`config.mk`:
```
export PLATFORM = sky130hd
export DESIGN_NAME = wb_write_arbiter
export DESIGN_NICKNAME = d
export VERILOG_FILES = /design/src/rtl/wb_write_arbiter.sv
export SDC_FILE = /design/constraint.sdc
export NUM_CORES = 1
export LEC_CHECK = 0
export BUFFER_PORTS_ARGS = -buffer_cell sky130_fd_sc_hd__buf_4
export CAP_MARGIN = 10
export CORE_MARGIN = 4
export CORE_UTILIZATION = 52
export CTS_CLUSTER_DIAMETER = 30
export DETAILED_ROUTE_END_ITERATION = 16
export PLACE_DENSITY = 0.76
export REMOVE_ABC_BUFFERS = 1
export SLEW_MARGIN = 30
export SYNTH_ARGS = -nofsm -noshare
export SYNTH_HDL_FRONTEND = slang
export SYNTH_SLANG_ARGS = --single-unit
```
`constraint.sdc`:
```
create_clock -name clk -period 3.3 [get_ports clk]
set_input_delay 0.66 -clock clk [delete_from_list [all_inputs] [get_ports clk]]
set_output_delay 0.66 -clock clk [all_outputs]
set_load 0.02 [all_outputs]
```
`src/rtl/wb_write_arbiter.sv`:
```
// Register-file write-port arbiter: pipeline writes win, long-latency results queue and drain into idle slots.
// Optional macro WB_ARB_PERF_EN adds saturating stall/squash performance counters.
module wb_write_arbiter #(
    parameter int unsigned DEPTH      = 2,
    parameter int unsigned STARVE_MAX = 8
) (
    input  logic        clk,
    input  logic        rst,
    input  logic        pipe_we,
    input  logic [4:0]  pipe_rd,
    input  logic [31:0] pipe_data,
    input  logic        lu_valid,
    output logic        lu_ready,
    input  logic [4:0]  lu_rd,
    input  logic [31:0] lu_data,
    output logic        w_regs_we,
    output logic [4:0]  w_regs_addr,
    output logic [31:0] w_regs_data,
    output logic        wb_stall,
    output logic        lu_pending
`ifdef WB_ARB_PERF_EN
    ,
    output logic [31:0] perf_stall_cnt,
    output logic [31:0] perf_squash_cnt
`endif
);

    localparam int unsigned AW = $clog2(DEPTH);
    localparam int unsigned CW = AW + 1;
    localparam int unsigned SW = $clog2(STARVE_MAX + 1);

    logic [AW-1:0]    rptr_q, rptr_d, wptr_q, wptr_d;
    logic [CW-1:0]    cnt_q, cnt_d;
    logic [DEPTH-1:0] vld_q, vld_d, sq_mask;
    logic [SW-1:0]    starve_q, starve_d;
    logic             stall_q, stall_d;
    logic [4:0]       rd_q   [DEPTH];
    logic [31:0]      data_q [DEPTH];

    logic commit_c, empty_c, full_c, head_live_c, head_wr_c, pop_c;
    logic push_acc_c, push_drop_c, push_c;

    // Arbitration, squash and FIFO bookkeeping
    always_comb begin
        commit_c    = pipe_we & (pipe_rd != 5'd0) & ~stall_q;
        empty_c     = (cnt_q == CW'(0));
        full_c      = (cnt_q == CW'(DEPTH));
        lu_ready    = ~full_c;
        lu_pending  = |vld_q;
        wb_stall    = stall_q;

        head_live_c = ~empty_c & vld_q[rptr_q] & ~(commit_c & (rd_q[rptr_q] == pipe_rd));
        head_wr_c   = ~empty_c & ~commit_c & vld_q[rptr_q];
        pop_c       = ~empty_c & ~(commit_c & head_live_c);

        push_acc_c  = lu_valid & lu_ready;
        push_drop_c = push_acc_c & commit_c & (lu_rd == pipe_rd);
        push_c      = push_acc_c & (lu_rd != 5'd0) & ~push_drop_c;

        w_regs_we   = 1'b0;
        w_regs_addr = 5'd0;
        w_regs_data = 32'd0;
        if (commit_c) begin
            w_regs_we   = 1'b1;
            w_regs_addr = pipe_rd;
            w_regs_data = pipe_data;
        end else if (head_wr_c) begin
            w_regs_we   = 1'b1;
            w_regs_addr = rd_q[rptr_q];
            w_regs_data = data_q[rptr_q];
        end

        for (int unsigned i = 0; i < DEPTH; i++) begin
            sq_mask[i] = commit_c & vld_q[i] & (rd_q[i] == pipe_rd);
        end
        vld_d  = vld_q & ~sq_mask;
        rptr_d = rptr_q;
        wptr_d = wptr_q;
        if (pop_c) begin
            vld_d[rptr_q] = 1'b0;
            rptr_d        = rptr_q + AW'(1);
        end
        if (push_c) begin
            vld_d[wptr_q] = 1'b1;
            wptr_d        = wptr_q + AW'(1);
        end

        unique case ({push_c, pop_c})
            2'b10:   cnt_d = cnt_q + CW'(1);
            2'b01:   cnt_d = cnt_q - CW'(1);
            default: cnt_d = cnt_q;
        endcase

        // A blocked valid head counts toward a one-cycle forced drain
        starve_d = starve_q;
        stall_d  = 1'b0;
        if (empty_c || pop_c) begin
            starve_d = '0;
        end else if (starve_q == SW'(STARVE_MAX - 1)) begin
            starve_d = '0;
            stall_d  = 1'b1;
        end else begin
            starve_d = starve_q + SW'(1);
        end
    end

    always_ff @(posedge clk or posedge rst) begin
        if (rst) begin
            rptr_q   <= '0;
            wptr_q   <= '0;
            cnt_q    <= '0;
            vld_q    <= '0;
            starve_q <= '0;
            stall_q  <= 1'b0;
        end else begin
            rptr_q   <= rptr_d;
            wptr_q   <= wptr_d;
            cnt_q    <= cnt_d;
            vld_q    <= vld_d;
            starve_q <= starve_d;
            stall_q  <= stall_d;
        end
    end

    // Payload storage needs no reset; valid bits gate every use
    always_ff @(posedge clk) begin
        if (push_c) begin
            rd_q[wptr_q]   <= lu_rd;
            data_q[wptr_q] <= lu_data;
        end
    end

`ifdef WB_ARB_PERF_EN
    localparam int unsigned QW = CW + 1;
    logic [QW-1:0] sq_cnt_c;
    logic [32:0]   sq_sum_c;

    always_comb begin
        sq_cnt_c = QW'(push_drop_c);
        for (int unsigned i = 0; i < DEPTH; i++) begin
            sq_cnt_c = sq_cnt_c + QW'(sq_mask[i]);
        end
        sq_sum_c = {1'b0, perf_squash_cnt} + 33'(sq_cnt_c);
    end

    always_ff @(posedge clk or posedge rst) begin
        if (rst) begin
            perf_stall_cnt  <= '0;
            perf_squash_cnt <= '0;
        end else begin
            if (stall_q && (perf_stall_cnt != '1)) begin
                perf_stall_cnt <= perf_stall_cnt + 32'd1;
            end
            perf_squash_cnt <= sq_sum_c[32] ? '1 : sq_sum_c[31:0];
        end
    end
`endif

endmodule

```
==> flow_metrics.tcl <==
set metrics [dict create \
    area_growth_pct 29.3 \
    reg2reg_from "rptr_q" \
    dieArea_sq_um 9360 \
    row_count 32 \
    grt_max_degree 77 \
    finalHoldViolCount 0 \
    synth_cells 297 \
    synth_compound_gate_area_share_pct 12.5 \
    cts_buffer_depth 2 \
    yosysTopAreaCellShare_pct 54.2 \
    initial_utilization_pct 53.3 \
    ys_seq_elements 85 \
    required_ns 2.64 \
    clk_pin_slew_ns 0.08 \
    fin_nets 491 \
    clk_latency_ns 0.34 \
    cap_violations 0 \
    outcome "finished, final reports clean" \
    cts_setup_buffers 0 \
    synth_mux_area_share_pct 9.31 \
    cts_buffers 9 \
    fmax_mhz 327 \
    avgRoutedWirePerCell_um 15.9 \
    final_antenna_net_count 0 \
    synth-simple-area-share_pct 7.39 \
    peakVddDrop_mv 0.380 \
    cp_data_arrival_time_ns 2.40 \
    power_density_nw_per_um2 763 \
    power_w 0.00404 \
    crit_path_end_kind "primary output" \
    critical_path_class "in -> out" \
    synth_xor_xnor_area_share_pct 5.34 \
    synth-warning-count 0 \
    grt_pass1_wl_um 13100 \
    antenna_found_initial 0 \
    hp-class "in -> async" \
    grt_pass1_vias 2816 \
    firstDrtPassIters 5 \
    reg2reg_depth 8 \
    leakage_nw 2.18 \
    final_util_pct 68.9 \
    rrSetupSlack_ns 0.82 \
    die_y_um 96.8 \
    fin_ws_ns 0.239 \
    post-place-ws_ns 0.188 \
    grt_usage_pct 17.6 \
    r2r-end "cnt_q[1]" \
    grt_overflow 0 \
    postSynthAreaPerCell_sq_um 13.8 \
    finalClockSkew_ns 0.00873 \
    vias_per_cell 5.23 \
    synth_fa_ha_area_share_pct 0.611 \
    diodes 0 \
    ys_types 37 \
    pin_count 119 \
    cts_tree "yes" \
    wl_um 8240 \
    layout-drive-gt1-share_pct 42.5 \
    period_minus_slack_ns 3.06 \
    syn_area_sq_um 4100 \
    die_x_um 96.8 \
    ctsRootBufferMaster "clkbuf_8" \
    numPortBuffers 118 \
    dp_hpwl_um 5840 \
    synth_top_family_by_area "compound AO/OA/AOI/OAI gates" \
    slew-limit-headroom_pct 47.3 \
    worstMarginPinSlew_ns 0.787 \
    htreeDepth 3 \
    clock_sinks 85 \
    final_common_cell "buf_4" \
    ys_seq_area_share_pct 60.9 \
    cts_resized 0 \
    vias 2710 \
    ys_top_cells_by_area "edfxtp_1, mux2i_1, o31ai_2, dfrtp_1, nand2_1" \
    gp_congestion 0.813 \
    final_cell_mix "buf_4, edfxtp_1, nand2_1, mux2i_1, o31ai_2" \
    synth.largest_area_cell "edfxtp_1" \
    rsz0062_at_grt "false" \
    crit_fanout 59 \
    drt_iter0_drc 100 \
    setup_violations 0 \
    drc 0 \
    crit_path_start_kind "input port" \
    fin_crit_sh_pct 92.8 \
    ctsHoldBuffers 0 \
    slew_violations 0 \
    coreArea_sq_um 7690 \
]
==> routing by layer <==
metal,global-route usage (%),vias to the layer above,wire length [um]
li1,-,1329,-
met1,20.8,1291,3280
met2,30.9,80,4420
met3,3.39,10,384
met4,7.88,0,153
met5,0,-,0
==> layout make-up <==
class,count,area [sq um]
fillers,583,2390
inverters,5,18.8
flip-flops and latches,85,2500
clock buffers,9,124
repair buffers,126,978
multi-input cells,184,1460
clock inverters,7,87.6
well taps,102,128
==> cell families after synthesis <==
kind of cell / after synthesis
buf+inv: 28
xor+xnor: 25
compound gates: 50
mux: 38
fa+ha+maj: 2
simple gates: 69
flops: 85
==> sequential cells by signal, summed over array words and instances (netlist names) <==
name      cells
data_q       64
starve_q      4
cnt_q         2
rptr_q        1
rd_q         10
wb_stall      1
vld_q         2
wptr_q        1
==> where the power goes <==
group | leakage, nW | switching, W | internal [W]
Clock | 0.111 | 0.000348 | 0.000422
Combinational | 1.25 | 0.000974 | 0.000703
Sequential | 0.824 | 0.000137 | 0.00146
==> worst max path at each step <==
stage                    start              end  slack [ns]  cells after the start
finish              pipe_rd[0]  w_regs_data[18]        0.24                      6
global route        pipe_rd[0]  w_regs_data[15]        0.17                      6
CTS                 pipe_rd[0]   w_regs_addr[3]        0.22                      5
detailed placement  pipe_rd[0]         cnt_q[1]        0.19                      9
global placement    pipe_rd[0]   w_regs_addr[2]        0.24                      5
floorplan             cnt_q[0]  w_regs_data[15]       -1.86                      2
==> stage by stage <==
stage | cell area (sq um) | setup TNS, ns | instances | hold WS [ns]
floorplan | 3960 | -96.45 | 274 | 0.440
global placement | 5060 | 0 | 501 | 0.461
detailed placement | 5060 | 0 | 501 | 0.473
CTS | 5270 | 0 | 517 | 0.296
global route | 5300 | 0 | 518 | 0.324
finish | 5300 | 0 | 518 | 0.302
==> cell usage after synthesis (all sizes together) <==
cell type and n:
nand2 39, nand2b 2, o21bai 1, mux2 1
nor3 9, buf 16, o31ai 37, or2 1
o211ai 1, a21oi 1, ha 2, a211oi 1
xnor2 13, clkbuf 7, inv 5, nor2 10
a221o 1, nand3 1, dfrtp 11, nor2b 2
o311ai 1, edfxtp 74, o21a 1, o21ai 4
xor2 12, a21o 1, mux2i 37, a31oi 1
or4 2, and2 1, nand4 2
==> worst max-delay path, cell delays in order <==
cell and delay [ns]:
buf_4 0.14, or4_4 0.55, o21a_4 0.32, buf_16 0.23
o31ai_1 0.27, buf_4 0.19
Note: power is estimated with default switching activity, not from simulation.
